==> src/rtl/mvb_change_detect_pkg.sv <==
// Shared definitions for the MVB change-detect encoder: search-structure
// selectors and item slicing helpers.
package mvb_change_detect_pkg;

    localparam string IMPL_SERIAL = "serial";
    localparam string IMPL_PREFIX = "prefix";

    // Bit offset of item idx inside a packed MVB word.
    function automatic int item_lsb(input int idx, input int width);
        return idx * width;
    endfunction

    // Depth of a log-step scan over n elements.
    function automatic int scan_levels(input int n);
        return (n <= 1) ? 1 : $clog2(n);
    endfunction

endpackage

==> src/rtl/mvb_if.sv <==
// Multi-value bus word channel: packed items, per-item valid and a word handshake.
interface mvb_if #(
    parameter int ITEMS      = 4,
    parameter int ITEM_WIDTH = 8
) ();

    logic [ITEMS*ITEM_WIDTH-1:0] data;
    logic [ITEMS-1:0]            vld;
    logic                        src_rdy;
    logic                        dst_rdy;

    modport master (output data, vld, src_rdy, input dst_rdy);
    modport slave  (input data, vld, src_rdy, output dst_rdy);

endinterface

==> src/rtl/mvb_prev_vld.sv <==
// Finds, for every item, the nearest preceding valid item (history counts as item -1),
// and the resulting last-valid value that leaves the word.
module mvb_prev_vld
    import mvb_change_detect_pkg::*;
#(
    parameter int    ITEMS          = 4,
    parameter int    ITEM_WIDTH     = 8,
    parameter string IMPLEMENTATION = IMPL_SERIAL
) (
    input  logic [ITEMS*ITEM_WIDTH-1:0] data,
    input  logic [ITEMS-1:0]            vld,
    input  logic [ITEM_WIDTH-1:0]       hist_data,
    input  logic                        hist_vld,
    output logic [ITEMS*ITEM_WIDTH-1:0] ref_data,
    output logic [ITEMS-1:0]            ref_vld,
    output logic [ITEM_WIDTH-1:0]       next_hist_data,
    output logic                        next_hist_vld
);

    localparam int N = ITEMS + 1;

    logic [ITEM_WIDTH-1:0] elem_d [N];
    logic                  elem_v [N];
    logic [ITEM_WIDTH-1:0] scan_d [N];
    logic                  scan_v [N];

    assign elem_d[0] = hist_data;
    assign elem_v[0] = hist_vld;

    for (genvar k = 0; k < ITEMS; k++) begin : g_elem
        assign elem_d[k+1] = data[item_lsb(k, ITEM_WIDTH) +: ITEM_WIDTH];
        assign elem_v[k+1] = vld[k];
    end

    // Inclusive "last valid wins" scan; scan[i] is the reference of item i.
    if (IMPLEMENTATION == IMPL_PREFIX) begin : g_prefix
        localparam int LEVELS = scan_levels(N);

        logic [ITEM_WIDTH-1:0] lvl_d [LEVELS+1][N];
        logic                  lvl_v [LEVELS+1][N];

        for (genvar m = 0; m < N; m++) begin : g_in
            assign lvl_d[0][m] = elem_d[m];
            assign lvl_v[0][m] = elem_v[m];
            assign scan_d[m]   = lvl_d[LEVELS][m];
            assign scan_v[m]   = lvl_v[LEVELS][m];
        end

        for (genvar lv = 0; lv < LEVELS; lv++) begin : g_lvl
            for (genvar m = 0; m < N; m++) begin : g_node
                if (m >= (1 << lv)) begin : g_comb
                    assign lvl_v[lv+1][m] = lvl_v[lv][m] | lvl_v[lv][m-(1<<lv)];
                    assign lvl_d[lv+1][m] = lvl_v[lv][m] ? lvl_d[lv][m]
                                                         : lvl_d[lv][m-(1<<lv)];
                end else begin : g_pass
                    assign lvl_v[lv+1][m] = lvl_v[lv][m];
                    assign lvl_d[lv+1][m] = lvl_d[lv][m];
                end
            end
        end
    end else begin : g_serial
        logic [ITEM_WIDTH-1:0] cur_d;
        logic                  cur_v;

        always_comb begin
            cur_d = elem_d[0];
            cur_v = 1'b0;
            for (int m = 0; m < N; m++) begin
                if (elem_v[m]) begin
                    cur_d = elem_d[m];
                    cur_v = 1'b1;
                end
                scan_d[m] = cur_d;
                scan_v[m] = cur_v;
            end
        end
    end

    for (genvar i = 0; i < ITEMS; i++) begin : g_out
        assign ref_data[item_lsb(i, ITEM_WIDTH) +: ITEM_WIDTH] = scan_d[i];
        assign ref_vld[i] = scan_v[i];
    end

    assign next_hist_data = scan_d[ITEMS];
    assign next_hist_vld  = scan_v[ITEMS];

endmodule

==> src/rtl/mvb_change_detect.sv <==
// Sparse-update encoder: forwards only MVB items whose value differs from the
// nearest preceding valid item, tracked across words through a history register.
module mvb_change_detect
    import mvb_change_detect_pkg::*;
#(
    parameter int    ITEMS          = 4,
    parameter int    ITEM_WIDTH     = 8,
    parameter string IMPLEMENTATION = IMPL_SERIAL
) (
    input  logic  clk,
    input  logic  reset_n,
    input  logic  rx_resync,
    mvb_if.slave  rx,
    mvb_if.master tx
);

    logic [ITEMS*ITEM_WIDTH-1:0] ref_data;
    logic [ITEMS-1:0]            ref_vld;
    logic [ITEM_WIDTH-1:0]       next_hist_data;
    logic                        next_hist_vld;
    logic [ITEM_WIDTH-1:0]       hist_data;
    logic                        hist_vld;
    logic [ITEMS-1:0]            emit;
    logic                        accept;

    logic [ITEMS*ITEM_WIDTH-1:0] data_p1;
    logic [ITEMS-1:0]            mask_p1;
    logic                        vld_p1;

    // Resync hides the history from this word only; it is still updated afterwards.
    mvb_prev_vld #(
        .ITEMS          (ITEMS),
        .ITEM_WIDTH     (ITEM_WIDTH),
        .IMPLEMENTATION (IMPLEMENTATION)
    ) u_prev_vld (
        .data           (rx.data),
        .vld            (rx.vld),
        .hist_data      (hist_data),
        .hist_vld       (hist_vld & ~rx_resync),
        .ref_data       (ref_data),
        .ref_vld        (ref_vld),
        .next_hist_data (next_hist_data),
        .next_hist_vld  (next_hist_vld)
    );

    for (genvar i = 0; i < ITEMS; i++) begin : g_cmp
        assign emit[i] = rx.vld[i] &
                         (~ref_vld[i] |
                          (ref_data[item_lsb(i, ITEM_WIDTH) +: ITEM_WIDTH] !=
                           rx.data[item_lsb(i, ITEM_WIDTH) +: ITEM_WIDTH]));
    end

    assign rx.dst_rdy = tx.dst_rdy | ~vld_p1;
    assign accept     = rx.src_rdy & rx.dst_rdy;

    // p0 -> p1: output register and history update
    always_ff @(posedge clk or negedge reset_n) begin
        if (!reset_n) begin
            data_p1   <= '0;
            mask_p1   <= '0;
            vld_p1    <= 1'b0;
            hist_data <= '0;
            hist_vld  <= 1'b0;
        end else if (accept) begin
            data_p1 <= rx.data;
            mask_p1 <= emit;
            vld_p1  <= |emit;
            if (|rx.vld) begin
                hist_data <= next_hist_data;
                hist_vld  <= next_hist_vld;
            end
        end else if (tx.dst_rdy) begin
            vld_p1 <= 1'b0;
        end
    end

    assign tx.data    = data_p1;
    assign tx.vld     = mask_p1;
    assign tx.src_rdy = vld_p1;

endmodule

==> src/flat_wrapper.sv <==
// flat-port wrapper written by rule: the top's interface ports become plain ports
module mvb_change_detect_flat import mvb_change_detect_pkg::*;
#(
    parameter int    ITEMS          = 4,
    parameter int    ITEM_WIDTH     = 8,
    parameter string IMPLEMENTATION = IMPL_SERIAL
)
  (clk, reset_n, rx_resync, rx_data, rx_vld, rx_src_rdy, rx_dst_rdy, tx_data, tx_vld, tx_src_rdy, tx_dst_rdy);
  mvb_if #(.ITEMS(ITEMS), .ITEM_WIDTH(ITEM_WIDTH)) rx_i ();
  mvb_if #(.ITEMS(ITEMS), .ITEM_WIDTH(ITEM_WIDTH)) tx_i ();
  input  logic clk;
  input  logic reset_n;
  input  logic rx_resync;
  input wire logic [$bits(rx_i.data)-1:0] rx_data;
  input wire logic [$bits(rx_i.vld)-1:0] rx_vld;
  input wire logic [$bits(rx_i.src_rdy)-1:0] rx_src_rdy;
  output wire logic [$bits(rx_i.dst_rdy)-1:0] rx_dst_rdy;
  output wire logic [$bits(tx_i.data)-1:0] tx_data;
  output wire logic [$bits(tx_i.vld)-1:0] tx_vld;
  output wire logic [$bits(tx_i.src_rdy)-1:0] tx_src_rdy;
  input wire logic [$bits(tx_i.dst_rdy)-1:0] tx_dst_rdy;
  assign rx_i.data = rx_data;
  assign rx_i.vld = rx_vld;
  assign rx_i.src_rdy = rx_src_rdy;
  assign rx_dst_rdy = rx_i.dst_rdy;
  assign tx_data = tx_i.data;
  assign tx_vld = tx_i.vld;
  assign tx_src_rdy = tx_i.src_rdy;
  assign tx_i.dst_rdy = tx_dst_rdy;
  mvb_change_detect #(.ITEMS(ITEMS), .ITEM_WIDTH(ITEM_WIDTH), .IMPLEMENTATION(IMPLEMENTATION)) u_core (.clk(clk), .reset_n(reset_n), .rx_resync(rx_resync), .rx(rx_i), .tx(tx_i));
endmodule
==> config.mk <==
export PLATFORM = sky130hd
export DESIGN_NAME = mvb_change_detect_flat
export DESIGN_NICKNAME = d
export VERILOG_FILES = /design/src/rtl/mvb_change_detect_pkg.sv /design/src/rtl/mvb_if.sv /design/src/rtl/mvb_prev_vld.sv /design/src/rtl/mvb_change_detect.sv /design/src/flat_wrapper.sv
export SDC_FILE = /design/constraint.sdc
export NUM_CORES = 1
export LEC_CHECK = 0
export ABC_AREA = 1
export BUFFER_PORTS_ARGS = -buffer_cell sky130_fd_sc_hd__buf_2
export CORE_MARGIN = 5
export CORE_UTILIZATION = 47
export CTS_CLUSTER_DIAMETER = 80
export DETAILED_ROUTE_END_ITERATION = 10
export GPL_TIMING_DRIVEN = 0
export PLACE_DENSITY = 0.77
export RECOVER_POWER = 25
export SYNTH_ARGS = -nofsm -noshare
export SYNTH_HDL_FRONTEND = slang
export SYNTH_SLANG_ARGS = --single-unit
==> constraint.sdc <==
create_clock -name clk -period 1.2 [get_ports clk]
set_input_delay 0.24 -clock clk [delete_from_list [all_inputs] [get_ports clk]]
set_output_delay 0.24 -clock clk [all_outputs]
set_load 0.02 [all_outputs]
# Yosys cells after proc, flatten, opt, wreduce, memory -nomap -nowiden
# Cells that the tools add are included.
[word_totals] regBits=46 out_inout_bits=38 inputBits=41
[classes] eq_ne=4 bitwise=17 muxes=11 n_reduce_logical=4
[op_table] operator="2-to-1 mux 8 bit" n=4
[op_table] operator="!= test 8 bit" n=4
[op_table] operator="OR reduction 4 bit" n=2
[op_table] operator="2-to-1 mux 1 bit" n=7
[op_table] operator="bitwise AND 1 bit" n=6
[op_table] operator="inverter 1 bit" n=6
[op_table] operator="bitwise OR 1 bit" n=5
[op_table] operator="AND reduction 2 bit" n=1
[op_table] operator="nonzero test 2 bit" n=1

# Longest topological paths before layout
# Gate-level depths: netlist of the first run.
[depth] word_depth=11 depth_mapped=15

# Cells and area by module
# Synthesis of the first run repeated with hierarchy kept, for this count alone.
[unflattened] hier_cells=449 area_unflattened_um2=3111.7
[modules_own_cells] module="mvb_change_detect" n_inst=1 cells_per_inst=306 area_per_inst_um2=2314.7
[modules_own_cells] module="mvb_prev_vld" n_inst=1 cells_per_inst=143 area_per_inst_um2=797.0

# Worst setup path after synthesis of the first run
# No wires, ideal clock.
[synth_path] path_kind="reg-to-reg" start="register u_core.vld_p1, in the netlist u_core.tx.src_rdy" end="register u_core.data_p1[0], in the netlist u_core.tx.data[0]" path_slack_ns=-0.380 stages_incl_launch_ff=6 synth_period_minus_slack_ns=1.580 arrival_time_ns=1.447 path_buffers=2 cell_sequence="dfrtp_1 > nand2_1 > nand2_1 > clkbuf_1 > clkbuf_1 > o21ai_0"
[synth_between] elab_chain_cells=3
[synth_lines] element="start: declaration" line="mvb_change_detect.sv:28" source="logic vld_p1;"
[synth_lines] element="start signal: assignment" line="mvb_change_detect.sv:67" source="vld_p1 <= |emit;"
[synth_lines] element="inverter 1 bit" line="mvb_change_detect.sv:53" source="assign rx.dst_rdy = tx.dst_rdy | ~vld_p1;"
[synth_lines] element="bitwise OR 1 bit" line="mvb_change_detect.sv:53"
[synth_lines] element="named net rx_dst_rdy" line="flat_wrapper.sv:17" source="output wire logic [$bits(rx_i.dst_rdy)-1:0] rx_dst_rdy;"
[synth_lines] element="bitwise AND 1 bit" line="mvb_change_detect.sv:54" source="assign accept = rx.src_rdy & rx.dst_rdy;"
[synth_lines] element="end signal: assignment" line="mvb_change_detect.sv:65" source="data_p1 <= rx.data;"
[synth_lines] element="end: declaration" line="mvb_change_detect.sv:26" source="logic [ITEMS*ITEM_WIDTH-1:0] data_p1;"
# The timed path passes the listed nets, and every way through them passes these cells.
# A chain may end at the register's enable or synchronous reset.

# Worst setup path after layout of the first run
[layout_path] start="register u_core.hist_data[2]" end="register u_core.vld_p1, in the netlist u_core.tx.src_rdy"
[layout_between] elab_chain_cells=8 word_cells_on_any_way=17
[layout_lines] element="start: declaration" line="mvb_change_detect.sv:21" source="logic [ITEM_WIDTH-1:0] hist_data;"
[layout_lines] element="start signal: assignment" line="mvb_change_detect.sv:69" source="hist_data <= next_hist_data;"
[layout_lines] element="2-to-1 mux 8 bit (3 in series)" line="mvb_prev_vld.sv:69" source="if (elem_v[m]) begin"
[layout_lines] element="!= test 8 bit" line="mvb_change_detect.sv:49" source="(ref_data[item_lsb(i, ITEM_WIDTH) +: ITEM_WIDTH] !="
[layout_lines] element="bitwise OR 1 bit" line="mvb_change_detect.sv:48" source="(~ref_vld[i] |"
[layout_lines] element="bitwise AND 1 bit" line="mvb_change_detect.sv:47" source="assign emit[i] = rx.vld[i] &"
[layout_lines] element="OR reduction 4 bit (*)" line="mvb_change_detect.sv:67"
[layout_lines] element="2-to-1 mux 1 bit (*)" line="mvb_change_detect.sv:64" source="end else if (accept) begin"
# Mark *: on every way between the ends. The rest lies on a longest branch, timed or not.

==> results.md, run 1 <==
- Status: finished, violations left
- Failing checks: setup timing
- Setup TNS: -2.62 ns
- Final setup vio count: 22
- Vias in the first global route: 2995
- Slowest stage delay, CP: 0.40 ns
- Ratio of final minimum period to clock period: 135%
- Std-Cell Rows: 28
- Crit path max-delay cell type: dfrtp_1
- Max cap viols: 0
- Final Slew Violations: 0
- Layout cells sized above 1: 41.1%
- Buf/Inv on CP: 2
- Via/cell ratio: 5.46
- CP Data Arrival Time: 1.82 ns
- Design Area, Final: 3920 um2
- CP Class: register to register
- DR vias: 3198
- Clock sinks: 46
- First-pass DRT Iterations: 5
- Horiz. Die Dim: 86.7 um
- Rel. slew slack: 23.1%
- Number of DRC markers in iteration 0: 231
- Wire length of the first global-routing pass: 14.2 mm
- Post-synth EDFFs: 0
- Tmin final: 1.62 ns
- Placed insts: 557
- Antenna viol nets, final: 0
- Fin cells: 586
- Gp weighted congestion: 0.887
- Unrepaired setup endpoints after global routing: yes
- Initial antenna violation count: 0
- HP Class: input port to asynchronous set/reset pin
- Core ar.: 5820 um2
- Synthesized Nets: 446
- Flip-flop and latch area: 1150 um2
- Inserted Diodes: 0
- Worst setup EP type: register
- Cell taking the most area after synthesis: dfrtp_1
- Initial Util: 47.5%
- Hold Fails Final Rpt: 0
- Gr ovfl total: 0
- Cell family with most CP delay: simple AND/OR/NAND/NOR gates
- Post-DP Area: 3290 um2
- Synth cell types: 25
- Post-synth top area share: 41.6%
- Clk Latency, worst-skew pair: 0.31 ns
- Area of the multi-input gates: 1630 um2
- Hpwl dp: 6.50 mm
- Root Buffer: clkbuf_8
- DRC viols: 0
- Avg Cell Area, Syn: 6.83 um2
- Max Freq: 618 MHz
- # IOs: 79
- Largest net degree at the start of global routing: 47
- CP Max Fanout: 3
- Final core utilization: 67.4%
- Synth Register Bits: 46
- Critical Path RT: 1.40 ns
- Slew @ Worst Pin: 1.15 ns
- Drt total wl: 9.33 mm
- Synth top area cells: dfrtp_1 (42%), nand2_1 (21%), o21ai_0 (8.3%), nand3_1 (8.1%), inv_1 (6.4%)
- IO Port Bufs: 77
- TritonCTS buffer count: 5
- Die ar.: 7520 um2
- Htree depth: 2
- Worst setup SP type: register
- Count leader, synth: nand2_1
- CP Cell Sequence: inv_2 -> o21ai_4 -> nand2_2 -> buf_4 -> nand3_1 -> nand3_1 -> nand2_2 -> nor2_1 -> nand3_1 -> nand2_2 -> nand2_1 -> nand2_1 -> nand2_1
- Top cell types by occurrence after synthesis: nand2_1 (152), inv_1 (47), dfrtp_1 (46), o21ai_0 (46), nand3_1 (45)
- Total GRT Usage: 24.0%
- Pleak: 0.00215 uW
- Final Net Count: 551
- Sequential cell area fraction in the yosys report: 41.6%
- Fraction of registers with async set/reset: 100%
- TritonCTS clock tree: built
- WL per Instance: 15.9 um
- Power per cell area: 1180 nW/um2
- Worst Setup Slack, final: -0.418 ns
- Max Clock Skew: 0.00707 ns
- Worst VDD drop: 0.000595 V
- Die height: 86.7 um
- Filler Cell Count: 485
- Post-Syn Instances: 405
- Pwr Total: 4630 uW
- Top FF cell, synth: dfrtp_1
- Mapped Area: 2770 um2
- Layout area overhead: 41.8%
- Clk buf depth: 2
- Clock-pin slew of the registers on the worst-case setup and hold paths: 0.09 ns
- Synth Warn #: 0
- Hold buffers post-CTS: 0
[power breakdown]
part / total (uW) / internal (uW) / switching, uW / leakage (uW)
clock: 1040 / 464 / 573 / 0.0000472
combinational: 1680 / 646 / 1030 / 0.00155
sequential: 1920 / 1760 / 155 / 0.000556
[placed cells by master, fill, tap and decap left out, drive strengths merged]
master	instances
o22ai	2
o21ai	48
o211ai	1
dfrtp	46
nand3	48
buf	103
inv	49
clkbuf	15
nand4	1
xor2	3
nor3	3
o41ai	1
nand2	164
nor2	9
a21oi	13
or2	1
clkinv	1
a211oi	2
clkinvlp	1
[stage by stage]
step                hold slack (ns)  worst slack, ns
global route                  0.186           -0.555
CTS                           0.147           -0.289
detailed placement            0.451           -0.526
floorplan                   -0.0556          -0.0983
finish                        0.142           -0.418
global placement              0.447           -0.519
[kinds of logic (layout without fill, tap and decap cells)]
kind of cell | Yosys count | count (layout) | share of synthesized area [%]
buf+inv | 63 | 169 | 8.96
flops | 46 | 46 | 41.6
compound gates | 67 | 67 | 13.3
simple gates | 226 | 226 | 35.2
xor+xnor | 3 | 3 | 0.950
[flip-flops by register name, summed over array words and instances, names as in the netlist]
name and flops:
u_core.tx.data 32, u_core.tx.src_rdy 1, u_core.tx.vld 4, u_core.hist_vld 1, u_core.hist_data 8
[what timing repair did]
action                     CTS  global route
gates resized for setup     41            96
hold endpoints to repair     0             0
buffers inserted             9             9
pin swaps                   16            14
cloned                       1             3
setup endpoints to repair   25            43
[layer usage]
metal | part of all wire (%) | global-route usage, % | vias to the layer above
met1 | 40 | 31.4 | 1487
li1 | - | - | 1504
met3 | 8.9 | 3.90 | 33
met2 | 48 | 39.9 | 174
met5 | 0 | 0 | -
met4 | 3.5 | 8.92 | 0
[worst paths after layout]
path,startpoint,cells past startpoint,to,slack (ns)
setup / recovery,u_core.hist_data[2]$_DFFE_PN0P_,13,u_core.tx.src_rdy$_DFFE_PN0P_,-0.42
hold / removal,reset_n,1,u_core.tx.data[9]$_DFFE_PN0P_,0.14
setup reg to reg,u_core.hist_data[2]$_DFFE_PN0P_,13,u_core.tx.src_rdy$_DFFE_PN0P_,-0.42
hold reg to reg,u_core.hist_vld$_DFFE_PN0P_,1,u_core.hist_vld$_DFFE_PN0P_,0.47
max in group asynchronous,reset_n,1,u_core.tx.src_rdy$_DFFE_PN0P_,0.29
min in group clk,rx_data[6],3,u_core.tx.data[6]$_DFFE_PN0P_,0.18
[worst register-to-register path, delay by kind of cell (launching register included)]
family                 cells  cell delay (ns)
flip-flops                 1             0.40
AO/OA/AOI/OAI              1             0.06
AND/OR/NAND/NOR           10             0.83
buffers and inverters      2             0.21
[final cells by class]
type                    instances  share of cell area [%]
multi-input cells             296                    41.6
repair buffers                 98                    15.9
well taps                      75                    2.39
clock buffers                   6                    2.11
inverters                      49                    4.75
plain buffers                  14                    3.48
clock inverters                 2                   0.319
flip-flops and latches         46                    29.4
Power figures use the tool's default switching activity.
==> run 2: changes to the inputs <==
Settings changed: PLACE_DENSITY 0.77 to 0.88.
==> results.md, run 2 (synthesis gave the netlist of run 1 again) <==
- Drt total wl: 8.81 mm
- Via/cell ratio: 5.32
- Number of DRC markers in iteration 0: 266
- TritonCTS clock tree: built
- Placed insts: 557
- Final Net Count: 544
- Worst Setup Slack, final: -0.336 ns
- Worst reg2reg startpoint: u_core.hist_data[0]$_DFFE_PN0P_
- First-pass DRT Iterations: 5
- Final Slew Violations: 0
- Worst VDD drop: 0.000660 V
- Die ar.: 7520 um2
- Horiz. Die Dim: 86.7 um
- Power Internal: 2800 uW
- Hpwl dp: 6.42 mm
- Pleak: 0.00208 uW
- Worst setup EP type: register
- NetSw: 1690 uW
- TritonCTS buffer count: 5
- Gr ovfl total: 0
- HP Class: input port to asynchronous set/reset pin
- Design Area, Final: 3760 um2
- Max Clock Skew: 0.00803 ns
- Status: finished, violations left
- Initial antenna violation count: 0
- Std-Cell Rows: 28
- Worst setup SP type: register
- Power per cell area: 1190 nW/um2
- Critical Path RT: 1.41 ns
- Comb power frac: 34.6%
- Unrepaired setup endpoints after global routing: yes
- Most common cell after layout, fill and taps aside: nand2_1
- Filler Cell Count: 520
- CP Max Fanout: 3
- WL per Instance: 15.2 um
- Sw frac: 37.6%
- Final core utilization: 64.7%
- Ratio of final minimum period to clock period: 128%
- Vias in the first global route: 2967
- Wire length of the first global-routing pass: 13.7 mm
- Root Buffer: clkbuf_8
- Core ar.: 5820 um2
- Layout area overhead: 36.0%
- Hold Fails Final Rpt: 0
- Worst Reg-to-Reg Cells: 12
- Final setup vio count: 21
- Inserted Diodes: 0
- Post-DP Area: 3290 um2
- CP Data Arrival Time: 1.75 ns
- Most frequent cells in the layout: nand2_1 (133), buf_2 (77), dfrtp_1 (45), inv_1 (43), nand3_1 (34)
- Clock-pin slew of the registers on the worst-case setup and hold paths: 0.09 ns
- Htree depth: 2
- Failing checks: setup timing
- Antenna viol nets, final: 0
- DR vias: 3079
- Tmin final: 1.54 ns
- Max reg flops: 32
- IO Port Bufs: 77
- Hold buffers post-CTS: 0
- Slew @ Worst Pin: 1.16 ns
- Die height: 86.7 um
- Area of the multi-input gates: 1570 um2
- CP Class: register to register
- Clock sinks: 46
- Initial Util: 47.5%
- Clk Latency, worst-skew pair: 0.31 ns
- Clk buf depth: 2
- Fin cells: 579
- Seq pwr share: 42.3%
- Layout cells sized above 1: 36.9%
- Worst r2r dst: u_core.tx.src_rdy$_DFFE_PN0P_
- Largest net degree at the start of global routing: 47
- Rel. slew slack: 22.5%
- Total GRT Usage: 23.3%
- Clk pwr share: 23.1%
- DRC viols: 0
- Max Freq: 651 MHz
- Flip-flop and latch area: 1150 um2
- Gp weighted congestion: 0.930
- Max cap viols: 0
- R2r setup slk: -0.34 ns
- # IOs: 79
-- run 2: cell types whose count changed in the layout (fill, tap and decap cells not counted), moves of 3 or more --
cell     delta
nand2_1    +18
nand2_2    -15
buf_4       -4
buf_8       -3
nand2_4     -3
-- run 2: timing repair --
| item | 4_1_cts | 5_1_grt |
|---|---|---|
| endpoints found under the setup margin | 28 | 44 |
| gates cloned | 0 | 1 |
| buffers inserted | 6 | 8 |
| pin swaps | 4 | 10 |
| resized for setup | 31 | 78 |
-- run 2: metrics by stage --
stage	power (uW)	hold slack, ns	TNS (ns)	worst slack, ns
finish	4490	0.144	-2.78	-0.336
global route	4720	0.193	-4.45	-0.452
CTS	4300	0.147	-2.16	-0.321
detailed placement	3230	0.452	-6.42	-0.553
global placement	3190	0.448	-5.61	-0.538
floorplan	2740	-0.0556	-0.600	-0.0983
-- run 2: layout make-up --
class	instances	area share, %
Multi-Input combinational cell	296	41.6
Sequential cell	46	30.6
Timing Repair Buffer	91	14.1
Inverter	49	4.96
Buffer	14	3.66
Tap cell	75	2.50
Clock buffer	6	2.20
Clock inverter	2	0.333
-- run 2: critical path, stage by stage, from the launching register on --
cell and delay [ns]:
dfrtp_1 0.42, nand2_2 0.08, nand2_2 0.07, nand2_2 0.08
nand2_2 0.06, nand2_1 0.07, nand3_2 0.09, nor2_2 0.15
nand3_2 0.12, a21oi_2 0.13, nand2_1 0.06, nand2_1 0.05
nand2_1 0.05
-- run 2: worst max path at each step --
stage	cells after the start	to	start	slack (ns)
6_report	12	u_core.tx.src_rdy$_DFFE_PN0P_	u_core.hist_data[0]$_DFFE_PN0P_	-0.34
5_1_grt	12	u_core.tx.src_rdy$_DFFE_PN0P_	u_core.hist_data[0]$_DFFE_PN0P_	-0.45
4_1_cts	12	u_core.tx.src_rdy$_DFFE_PN0P_	u_core.hist_data[0]$_DFFE_PN0P_	-0.32
3_5_place_dp	15	u_core.tx.src_rdy$_DFFE_PN0P_	rx_vld[0]	-0.55
3_3_place_gp	15	u_core.tx.src_rdy$_DFFE_PN0P_	rx_vld[0]	-0.54
2_1_floorplan	12	u_core.tx.src_rdy$_DFFE_PN0P_	u_core.hist_data[5]$_DFFE_PN0P_	-0.1
-- run 2: metal layers --
layer  GRT usage (%)  routed length, um
met4            9.49                284
met3            2.85                619
met2            40.0               4360
met1            29.8               3540
met5               0                  0
-- run 2: power by group through the flow --
stage	Clock, uW	Sequential, uW	Combinational (uW)
2_1_floorplan	0	2120	626
3_3_place_gp	0	1900	1290
3_5_place_dp	0	1910	1310
4_1_cts	1040	1890	1380
5_1_grt	1090	1930	1700
6_report	1030	1900	1550
==> run 3: changes to the inputs <==
Settings changed: CORE_UTILIZATION 47 to 48, SYNTH_HIERARCHICAL set to 1.
==> results.md, run 3 <==
- Worst r2r dst: u_core/tx.src_rdy$_DFFE_PN0P_
- Avg Cell Area, Syn: 6.93 um2
- Place WS: -0.764 ns
- Power per cell area: 1130 nW/um2
- Final setup vio count: 13
- DRC viols: 0
- Fraction of registers with async set/reset: 100%
- Most common cell after layout, fill and taps aside: nand2_1
- First-pass DRT Iterations: 4
- Clock sinks: 46
- Synth cell types: 27
- Htree depth: 2
- Largest family of logic cells by synthesized area: simple AND/OR/NAND/NOR gates
- Power Internal: 3010 uW
- Tmin final: 1.71 ns
- HP Class: input port to asynchronous set/reset pin
- Synth top area cells: dfrtp_1 (37%), nand2_1 (19%), inv_1 (9.3%), o21ai_0 (6.0%), and2_1 (4.8%)
- Comb power frac: 39.9%
- Worst setup EP type: register
- Ratio of final minimum period to clock period: 142%
- TritonCTS clock tree: built
- Hold Fails Final Rpt: 0
- Total GRT Usage: 21.1%
- Hpwl dp: 6.48 mm
- Sw frac: 35.5%
- Clk buf depth: 2
- Synth Register Bits: 46
- Final Net Count: 594
- NetSw: 1650 uW
- Clk Latency, worst-skew pair: 0.30 ns
- Max cap viols: 0
- Area of the multi-input gates: 1720 um2
- TritonCTS buffer count: 5
- Most frequent cells in the layout: nand2_1 (146), buf_2 (79), inv_1 (68), dfrtp_1 (46), buf_4 (23)
- Synthesized Nets: 490
- Die ar.: 8190 um2
- Gr ovfl total: 0
- Gp weighted congestion: 0.956
- CP Max Fanout: 2
- Mux cell area share after synthesis: 0%
- Worst reg2reg startpoint: u_core/hist_data[4]$_DFFE_PN0P_
- Post-Syn Instances: 449
- Simple logic cell fraction of the synthesized area: 37.3%
- Filler Cell Count: 557
- Unrepaired setup endpoints after global routing: yes
- CP Class: register to register
- Clock-pin slew of the registers on the worst-case setup and hold paths: 0.08 ns
- Vias in the first global route: 3237
- Core ar.: 6310 um2
- Std-Cell Rows: 29
- Layout area overhead: 32.5%
- Root Buffer: clkbuf_8
- IO Port Bufs: 78
- Top FF cell, synth: dfrtp_1
- CP Data Arrival Time: 1.90 ns
- Number of DRC markers in iteration 0: 126
- Setup TNS: -2.15 ns
- Rel. slew slack: 23.7%
- Sequential cell area fraction in the yosys report: 37.0%
- Count leader, synth: nand2_1
- R2r setup slk: -0.51 ns
- Worst VDD drop: 0.000708 V
- Pleak: 0.00235 uW
- Final core utilization: 65.3%
- Synth Warn #: 6
- Largest net degree at the start of global routing: 47
- Max Freq: 586 MHz
- Via/cell ratio: 5.00
- Worst Setup Slack, final: -0.507 ns
- Seq pwr share: 40.2%
- Failing checks: setup timing
- Post-synth EDFFs: 0
- Synth Area in Compound Gates: 8.16%
- Status: finished, violations left
- Initial Util: 49.3%
- Slew @ Worst Pin: 1.14 ns
- Horiz. Die Dim: 90.5 um
- Top cell types by occurrence after synthesis: nand2_1 (157), inv_1 (77), dfrtp_1 (46)
- Critical Path RT: 1.39 ns
- Post-synth top area share: 37.0%
- Initial antenna violation count: 0
- Layout cells sized above 1: 40.9%
- Mapped Area: 3110 um2
- Synth Area in Adders: 0%
- Cell taking the most area after synthesis: dfrtp_1
- Wire length of the first global-routing pass: 14.4 mm
- Post-Synth XOR/XNOR Area: 2.53%
- Flip-flop and latch area: 1150 um2
- Max reg flops: 32
- # IOs: 79
- WL per Instance: 14.3 um
- Clk pwr share: 19.9%
- Final Slew Violations: 0
- Worst setup SP type: register
- DR vias: 3142
- Die height: 90.5 um
- Worst Reg-to-Reg Cells: 13
- Drt total wl: 8.98 mm
- Antenna viol nets, final: 0
- Max Clock Skew: 0.00639 ns
- Inserted Diodes: 0
run 3: power groups by stage:
stage	Combinational (uW)	Clock [uW]	Sequential (uW)
floorplan	815	0	2110
global placement	1470	0	1900
detailed placement	1510	0	1910
CTS	1710	961	1870
global route	2040	1020	1900
finish	1860	928	1870
run 3: kinds of logic after synthesis:
family | after synthesis
simple gates | 248
buf+inv | 102
flops | 46
compound gates | 44
xor+xnor | 9
run 3: routing by layer:
metal	global-route usage, %	vias up	wire, um
li1	-	1552	-
met1	24.8	1477	3640
met4	6.95	0	161
met2	36.6	98	4530
met5	0	-	0
met3	6.00	15	653
run 3: layout make-up:
type | instances | area share [%]
Inverter | 81 | 7.83
Timing Repair Buffer | 98 | 13.9
Buffer | 20 | 4.22
Tap cell | 77 | 2.34
Multi-Input combinational cell | 301 | 41.8
Sequential cell | 46 | 27.9
Clock buffer | 6 | 2.00
run 3: what timing repair did:
item	in CTS	in global routing
gates resized for setup	43	55
hold buffers	0	0
setup buffers	15	4
pin swaps	20	24
setup endpoints to repair	14	31
cloned	1	0
run 3: worst max path at each step:
stage                     slack, ns                            start  cells past startpoint                             to
after floorplan               -0.28                        rx_vld[1]                     14  u_core/tx.src_rdy$_DFFE_PN0P_
final                         -0.51  u_core/hist_data[4]$_DFFE_PN0P_                     13  u_core/tx.src_rdy$_DFFE_PN0P_
after detailed placement      -0.76                        rx_vld[2]                     16  u_core/tx.src_rdy$_DFFE_PN0P_
after global placement        -0.66                        rx_vld[2]                     16  u_core/tx.src_rdy$_DFFE_PN0P_
after global routing          -0.64  u_core/hist_data[7]$_DFFE_PN0P_                     16  u_core/tx.src_rdy$_DFFE_PN0P_
after CTS                     -0.48  u_core/hist_data[7]$_DFFE_PN0P_                     15  u_core/tx.src_rdy$_DFFE_PN0P_
run 3: worst max-delay path: stages (launching register included):
cell     delay, ns
dfrtp_1       0.39
inv_1         0.06
nand2_1       0.07
nand3_2       0.09
nand3_2       0.08
and2_4        0.14
xnor2_1       0.13
nand2_1       0.11
nor2_2        0.12
nand2_1       0.07
nand2_1       0.09
nand2_1       0.08
o21ai_2       0.12
nand2_1       0.06
run 3: stage by stage:
step           std cells  hold slack (ns)  area (um2)  total power (uW)
2_1_floorplan        449          -0.0556        3180              2930
3_3_place_gp         604            0.447        3660              3370
3_5_place_dp         604            0.461        3660              3420
4_1_cts              626            0.144        3980              4540
5_1_grt              629            0.181        4120              4960
6_report             629            0.160        4120              4660
